`src/rtl/tx_queue_arb_pkg.sv`:
```
// Shared types and defaults for the multi-queue transmit scheduler.
package tx_arb_pkg;
  localparam int PTR_W_DEF = 16;
  localparam int LEN_W_DEF = 11;

  typedef enum logic [2:0] {IDLE, OFFER, LEN, BUSY, DRAIN} arb_state_e;

  function automatic int idx_w(input int n);
    return (n > 1) ? $clog2(n) : 1;
  endfunction
endpackage

```
`src/rtl/tx_queue_arb_if.sv`:
```
// Queue-side FIFO read ports plus the single MAC-facing FIFO pair.
interface tx_queue_arb_if import tx_arb_pkg::*; #(
  parameter int N     = 4,
  parameter int PTR_W = PTR_W_DEF
);
  logic [N-1:0]            q_ptr_empty;
  logic [N-1:0]            q_ptr_rd;
  logic [N-1:0][PTR_W-1:0] q_ptr_din;
  logic [N-1:0]            q_data_rd;
  logic [N-1:0][7:0]       q_data_din;
  logic                    ptr_fifo_empty;
  logic                    ptr_fifo_rd;
  logic [PTR_W-1:0]        ptr_fifo_din;
  logic                    data_fifo_rd;
  logic [7:0]              data_fifo_din;

  modport slave (
    input  q_ptr_empty, q_ptr_din, q_data_din, ptr_fifo_rd, data_fifo_rd,
    output q_ptr_rd, q_data_rd, ptr_fifo_empty, ptr_fifo_din, data_fifo_din
  );
  modport master (
    output q_ptr_empty, q_ptr_din, q_data_din, ptr_fifo_rd, data_fifo_rd,
    input  q_ptr_rd, q_data_rd, ptr_fifo_empty, ptr_fifo_din, data_fifo_din
  );
endinterface

```
`src/rtl/tx_queue_arb_rr_pick.sv`:
```
// Combinational rotating-priority picker; strict mode forces the search to start at 0.
module rr_pick import tx_arb_pkg::*; #(
  parameter int N  = 4,
  parameter int IW = 2
)(
  input  logic [N-1:0]  i_req,
  input  logic [IW-1:0] i_start,
  input  logic          i_strict,
  output logic [IW-1:0] o_win,
  output logic          o_vld
);
  int w_base;
  int w_idx;

  always_comb begin
    o_win  = '0;
    o_vld  = 1'b0;
    w_idx  = 0;
    w_base = i_strict ? 0 : int'(i_start);
    for (int k = 0; k < N; k++) begin
      w_idx = w_base + k;
      if (w_idx >= N) w_idx = w_idx - N;
      if (!o_vld && i_req[IW'(w_idx)]) begin
        o_vld = 1'b1;
        o_win = IW'(w_idx);
      end
    end
  end
endmodule

```
`src/rtl/tx_queue_arb.sv`:
```
// Multiplexes N queue FIFO pairs onto one MAC FIFO pair, one locked frame at a time.
module tx_queue_arb import tx_arb_pkg::*; #(
  parameter int N     = 4,
  parameter int PTR_W = PTR_W_DEF,
  parameter int LEN_W = LEN_W_DEF
)(
  input  logic                 clk,
  input  logic                 rstn,
  input  logic                 prio_mode,
  input  logic [N-1:0]         q_en,
  tx_queue_arb_if.slave        bus,
  output logic                 grant_vld,
  output logic [$clog2(N)-1:0] grant_id,
  output logic                 err_stray
);
  localparam int IW = idx_w(N);

  arb_state_e       r_state, w_state_nxt;
  logic [IW-1:0]    r_grant_id, r_last_grant, w_rr_start, w_pick;
  logic             r_grant_vld, r_err, w_pick_vld;
  logic [LEN_W-1:0] r_cnt, w_len;
  logic [PTR_W-1:0] r_ptr;
  logic [N-1:0]     w_elig, w_q_ptr_rd, w_q_data_rd;

  assign w_elig     = ~bus.q_ptr_empty & q_en;
  assign w_rr_start = (r_last_grant == IW'(N-1)) ? '0 : r_last_grant + 1'b1;
  assign w_len      = bus.q_ptr_din[r_grant_id][LEN_W-1:0];

  rr_pick #(.N(N), .IW(IW)) u_pick (
    .i_req    (w_elig),
    .i_start  (w_rr_start),
    .i_strict (prio_mode),
    .o_win    (w_pick),
    .o_vld    (w_pick_vld)
  );

  // MAC strobes are forwarded only in their legal state and only to the locked queue.
  always_comb begin
    w_state_nxt = r_state;
    w_q_ptr_rd  = '0;
    w_q_data_rd = '0;
    unique case (r_state)
      IDLE:  if (w_pick_vld) w_state_nxt = OFFER;
      OFFER: if (bus.ptr_fifo_rd) begin
        w_q_ptr_rd[r_grant_id] = 1'b1;
        w_state_nxt = LEN;
      end
      LEN:   w_state_nxt = (w_len == '0) ? DRAIN : BUSY;
      BUSY:  if (bus.data_fifo_rd) begin
        w_q_data_rd[r_grant_id] = 1'b1;
        if (r_cnt == LEN_W'(1)) w_state_nxt = DRAIN;
      end
      DRAIN: w_state_nxt = IDLE;
      default: w_state_nxt = IDLE;
    endcase
  end

  always_ff @(posedge clk or negedge rstn) begin
    if (!rstn) begin
      r_state      <= IDLE;
      r_grant_id   <= '0;
      r_grant_vld  <= 1'b0;
      r_last_grant <= IW'(N-1);
      r_cnt        <= '0;
      r_ptr        <= '0;
      r_err        <= 1'b0;
    end else begin
      r_state <= w_state_nxt;
      case (r_state)
        IDLE: if (w_pick_vld) begin
          r_grant_id   <= w_pick;
          r_last_grant <= w_pick;
          r_grant_vld  <= 1'b1;
        end
        LEN: begin
          r_ptr <= bus.q_ptr_din[r_grant_id];
          r_cnt <= w_len;
        end
        BUSY:  if (bus.data_fifo_rd && r_cnt != '0) r_cnt <= r_cnt - LEN_W'(1);
        DRAIN: r_grant_vld <= 1'b0;
        default: ;
      endcase
      if ((bus.ptr_fifo_rd && r_state != OFFER) || (bus.data_fifo_rd && r_state != BUSY))
        r_err <= 1'b1;
    end
  end

  assign bus.q_ptr_rd       = w_q_ptr_rd;
  assign bus.q_data_rd      = w_q_data_rd;
  assign bus.ptr_fifo_empty = (r_state != OFFER);
  assign bus.ptr_fifo_din   = r_ptr;
  assign bus.data_fifo_din  = bus.q_data_din[r_grant_id];
  assign grant_vld          = r_grant_vld;
  assign grant_id           = r_grant_id;
  assign err_stray          = r_err;
endmodule

```
`src/flat_wrapper.sv`:
```
// flat-port wrapper written by rule: the top's interface ports become plain ports
module tx_queue_arb_flat import tx_arb_pkg::*;
#(
  parameter int N     = 4,
  parameter int PTR_W = PTR_W_DEF,
  parameter int LEN_W = LEN_W_DEF
)
  (clk, rstn, prio_mode, q_en, grant_vld, grant_id, err_stray, bus_q_ptr_empty, bus_q_ptr_din, bus_q_data_din, bus_ptr_fifo_rd, bus_data_fifo_rd, bus_q_ptr_rd, bus_q_data_rd, bus_ptr_fifo_empty, bus_ptr_fifo_din, bus_data_fifo_din);
  tx_queue_arb_if #(.N(N), .PTR_W(PTR_W)) bus_i ();
  input  logic clk;
  input  logic rstn;
  input  logic prio_mode;
  input  logic [N-1:0] q_en;
  output logic grant_vld;
  output logic [$clog2(N)-1:0] grant_id;
  output logic err_stray;
  input wire logic [$bits(bus_i.q_ptr_empty)-1:0] bus_q_ptr_empty;
  input wire logic [$bits(bus_i.q_ptr_din)-1:0] bus_q_ptr_din;
  input wire logic [$bits(bus_i.q_data_din)-1:0] bus_q_data_din;
  input wire logic [$bits(bus_i.ptr_fifo_rd)-1:0] bus_ptr_fifo_rd;
  input wire logic [$bits(bus_i.data_fifo_rd)-1:0] bus_data_fifo_rd;
  output wire logic [$bits(bus_i.q_ptr_rd)-1:0] bus_q_ptr_rd;
  output wire logic [$bits(bus_i.q_data_rd)-1:0] bus_q_data_rd;
  output wire logic [$bits(bus_i.ptr_fifo_empty)-1:0] bus_ptr_fifo_empty;
  output wire logic [$bits(bus_i.ptr_fifo_din)-1:0] bus_ptr_fifo_din;
  output wire logic [$bits(bus_i.data_fifo_din)-1:0] bus_data_fifo_din;
  assign bus_i.q_ptr_empty = bus_q_ptr_empty;
  assign bus_i.q_ptr_din = bus_q_ptr_din;
  assign bus_i.q_data_din = bus_q_data_din;
  assign bus_i.ptr_fifo_rd = bus_ptr_fifo_rd;
  assign bus_i.data_fifo_rd = bus_data_fifo_rd;
  assign bus_q_ptr_rd = bus_i.q_ptr_rd;
  assign bus_q_data_rd = bus_i.q_data_rd;
  assign bus_ptr_fifo_empty = bus_i.ptr_fifo_empty;
  assign bus_ptr_fifo_din = bus_i.ptr_fifo_din;
  assign bus_data_fifo_din = bus_i.data_fifo_din;
  tx_queue_arb #(.N(N), .PTR_W(PTR_W), .LEN_W(LEN_W)) u_core (.clk(clk), .rstn(rstn), .prio_mode(prio_mode), .q_en(q_en), .bus(bus_i), .grant_vld(grant_vld), .grant_id(grant_id), .err_stray(err_stray));
endmodule
```
`config.mk`:
```
export PLATFORM = sky130hd
export DESIGN_NAME = tx_queue_arb_flat
export DESIGN_NICKNAME = d
export VERILOG_FILES = /design/src/rtl/tx_queue_arb_pkg.sv /design/src/rtl/tx_queue_arb_if.sv /design/src/rtl/tx_queue_arb_rr_pick.sv /design/src/rtl/tx_queue_arb.sv /design/src/flat_wrapper.sv
export SDC_FILE = /design/constraint.sdc
export NUM_CORES = 1
export LEC_CHECK = 0
export ABC_AREA = 0
export CORE_MARGIN = 3
export CORE_UTILIZATION = 35
export DETAILED_ROUTE_END_ITERATION = 8
export PLACE_DENSITY_LB_ADDON = 0.12
export RECOVER_POWER = 50
export SYNTH_ARGS = -nofsm -noshare
export SYNTH_HDL_FRONTEND = slang
export SYNTH_SLANG_ARGS = --single-unit
```
`constraint.sdc`:
```
create_clock -name clk -period 2.1 [get_ports clk]
set_input_delay 0.42 -clock clk [delete_from_list [all_inputs] [get_ports clk]]
set_output_delay 0.42 -clock clk [all_outputs]
set_load 0.02 [all_outputs]
```
==> reports/summary.txt <==
Synth area leaders -> dfrtp_1, mux4_2, mux2_2
footprint of the multi-input gates -> 1777 sq um
CP Depth -> 4
Area growth syn-to-layout -> 80.28%
required time of the critical path -> 1.68 ns
register area share after synthesis -> 0.3366
Hold Crit Class -> in -> async
post-synth top area share -> 0.3170
Critical Path Most Common Cell -> buf_12
Fmax -> 0.4744 GHz
first-pass GRT wire length -> 15,300 um
max-cap violations -> 0
Cells after Synth -> 262
delay-heaviest family, CP -> multiplexers
CTS root buffer -> clkbuf_8
grt ovf -> 0
Worst Setup Start Kind -> register
worst-path maximum fanout -> 6
Max VDD drop -> 0.6075 mV
count of distinct cell types in the synthesized netlist -> 44
Routed Antenna Nets -> 0
final setup TNS -> -0.008056 ns
router iterations before antenna repair -> 4
CP endpoint -> bus_data_fifo_din[6]
routed vias -> 2,950
worst setup margin -> -0.008056 ns
Post-Syn Area -> 2684 sq um
routed length per instance -> 17.36 um
Top FF cell, synth -> dfrtp_1
syn_nets -> 375
mean post-synth cell area -> 10.24 sq um
worst setup path startpoint -> u_core.grant_id[0]$_DFFE_PN0P_
R2R cell count -> 5
Reg clk slew, reported paths -> 0.08 ns
outcome -> complete, but fails checks
Worst-Margin Slew -> 1.176 ns
worst reg-to-reg setup slack -> 0.04 ns
Slowest-stage cell, CP -> mux4_2
commonest cells after routing, fill and taps aside -> clkdlybuf4s50_1, buf_4, dfrtp_1
largest net degree at the start of global routing -> 30
Final Skew -> 0.008006 ns
arrival time at the worst endpoint -> 1.69 ns
n_diodes -> 0
Final Critical Period -> 2.108 ns
nets -> 569
GR met1 Demand/Resource -> 0.2596
Buf/Inv on CP -> 3
H-tree depth -> 2
worst skew pair latency -> 0.29 ns
met2 usage -> 0.3973
initial antenna violation count -> 0
GRT busiest layer -> met2
# setup viols final -> 1
Max-slew headroom -> 0.2159
layout cell share with drive strength beyond 1 -> 0.3085
GPL Wtd Cong -> 0.8528
Clock Path Buffers -> 2
CP endpoint kind -> output pin
leading area contributor after synthesis -> dfrtp_1
CP max stage delay -> 0.49 ns
CTS tree -> yes
final wirelength -> 9654 um
Slew Limit Fails -> 0
IO Pins -> 146
design area -> 4838 sq um
commonest non-fill, non-tap cell in the layout -> clkdlybuf4s50_1
IO Port Bufs -> 145
hpwl dp -> 7715 um
period utilisation layout -> 1.004
register bit total from synthesis -> 36
async set-or-reset flop fraction in the synthesized netlist -> 1.000
core box area -> 7331 sq um
Inst Count DP -> 540
Die W -> 93.57 um
via/cell ratio -> 5.306
reg2reg end -> u_core.r_state[2]$_DFFE_PN0P_
final hold viol count -> 0
Num CTS Buffers -> 5
Die Area -> 8754 sq um
Placement Cell Area -> 4603 sq um
FF-to-FF Start -> u_core.grant_id[0]$_DFFE_PN0P_
vias in the first global route -> 3,206
Synth warnings -> 0
Post-synth EDFFs -> 0
Iter 0 DRT Violations -> 86
WS Path Type -> reg -> out
Initial Util -> 0.3661
detailed-route DRC error count -> 0
Clock Sinks -> 36
RSZ-0062 raised after global routing -> yes
final-layout fill cell count -> 608
Final Non-Filler Cells -> 556
Total Power -> 6.128 mW
failing checks -> negative setup slack
row count -> 31
Tot GR Track Use -> 0.2243
static leakage -> 1.956 nW
met3 Use GR -> 0.07080
CP Cell Sequence -> buf_12 -> buf_12 -> mux4_2 -> buf_2
Die H -> 93.57 um
FF/Latch Area -> 904.6 sq um
Pwr Density -> 1267 nW/um^2
layout make-up:
| class | instances | area share |
|---|---|---|
| clock buffers | 7 | 0.01784 |
| inverters | 7 | 0.005431 |
| flip-flops and latches | 36 | 0.1870 |
| well taps | 99 | 0.02560 |
| repair buffers | 202 | 0.3954 |
| multi-input cells | 204 | 0.3672 |
| clock inverters | 1 | 0.001552 |
logic make-up (layout without fill, tap and decap cells):
group	Yosys count	in the layout	synth area share
AOI/OAI and AO/OA	65	65	0.1548
adders and majority gates	4	4	0.01865
buffers and inverters	22	217	0.04009
DFF	36	36	0.3366
muxes	42	42	0.2755
and+or+nand+nor	93	93	0.1744
metal layers:
| layer | part of all wire | up-vias |
|---|---|---|
| met1 | 0.38 | 1435 |
| met4 | 0.014 | 0 |
| met5 | 0 | - |
| li1 | - | 1386 |
| met2 | 0.52 | 117 |
| met3 | 0.082 | 12 |
sequential cells by signal (all words and copies together) (netlist names):
name                     count
u_core.bus.ptr_fifo_din     16
u_core.r_cnt                11
u_core.r_state               3
u_core.grant_id              2
u_core.r_last_grant          2
u_core.err_stray             1
u_core.grant_vld             1
synth_stat cells, types with 3 or more instances:
cell      instances
a21oi_1          20
mux2i_1           3
inv_1             7
o21ai_0          20
clkbuf_1          6
mux4_2           24
mux2_2           15
or2_2             3
ha_1              4
nor2b_1           6
a22oi_1           4
dfrtp_1          34
nand2b_1          8
nor4_1            4
or3_1             3
nand3_1           8
nor2_1           26
buf_2             5
nor3_1           14
nand2_1          15
a31oi_1           3
worst min-delay path by stage:
| stage | start | to | slack [ns] |
|---|---|---|---|
| finish | rstn | u_core.r_cnt[0]$_DFFE_PN0P_ | 0.34 |
| global route | rstn | u_core.r_cnt[0]$_DFFE_PN0P_ | 0.44 |
| CTS | rstn | u_core.r_cnt[0]$_DFFE_PN0P_ | 0.11 |
| detailed placement | rstn | u_core.r_cnt[3]$_DFFE_PN0P_ | 0.43 |
| global placement | rstn | u_core.r_cnt[1]$_DFFE_PN0P_ | 0.43 |
| floorplan | rstn | u_core.bus.ptr_fifo_din[0]$_DFFE_PN0P_ | 0.12 |
power by group:
group | internal [mW] | leakage (nW) | switching [mW]
Clock | 0.267 | 0.0445 | 0.257
Combinational | 2.27 | 1.49 | 2.02
Sequential | 1.05 | 0.420 | 0.255
worst reg2reg max path, delay by kind of cell (launching register included):
family	cells	cell delay [ns]
muxes	1	0.54
DFF	1	0.47
buffers and inverters	1	0.18
and+or+nand+nor	2	0.56
AOI/OAI and AO/OA	1	0.24
stage by stage:
stage | setup slack (ns) | util | hold WS (ns)
2_1_floorplan | 0.02988 | - | 0.1244
3_3_place_gp | -0.2591 | 0.6279 | 0.4322
3_5_place_dp | -0.2768 | 0.6279 | 0.4257
4_1_cts | -0.005495 | 0.6470 | 0.1084
5_1_grt | -0.07186 | 0.6600 | 0.4404
6_report | -0.008056 | 0.6600 | 0.3436
what timing repair did:
action | CTS | global route
hold buffers | 0 | 0
gates resized for setup | 43 | 41
endpoints found under the setup margin | 21 | 30
pin swaps | 0 | 3
setup buffers | 3 | 4
cloned | 0 | 1
No activity file was read; power rests on OpenSTA's default activity.
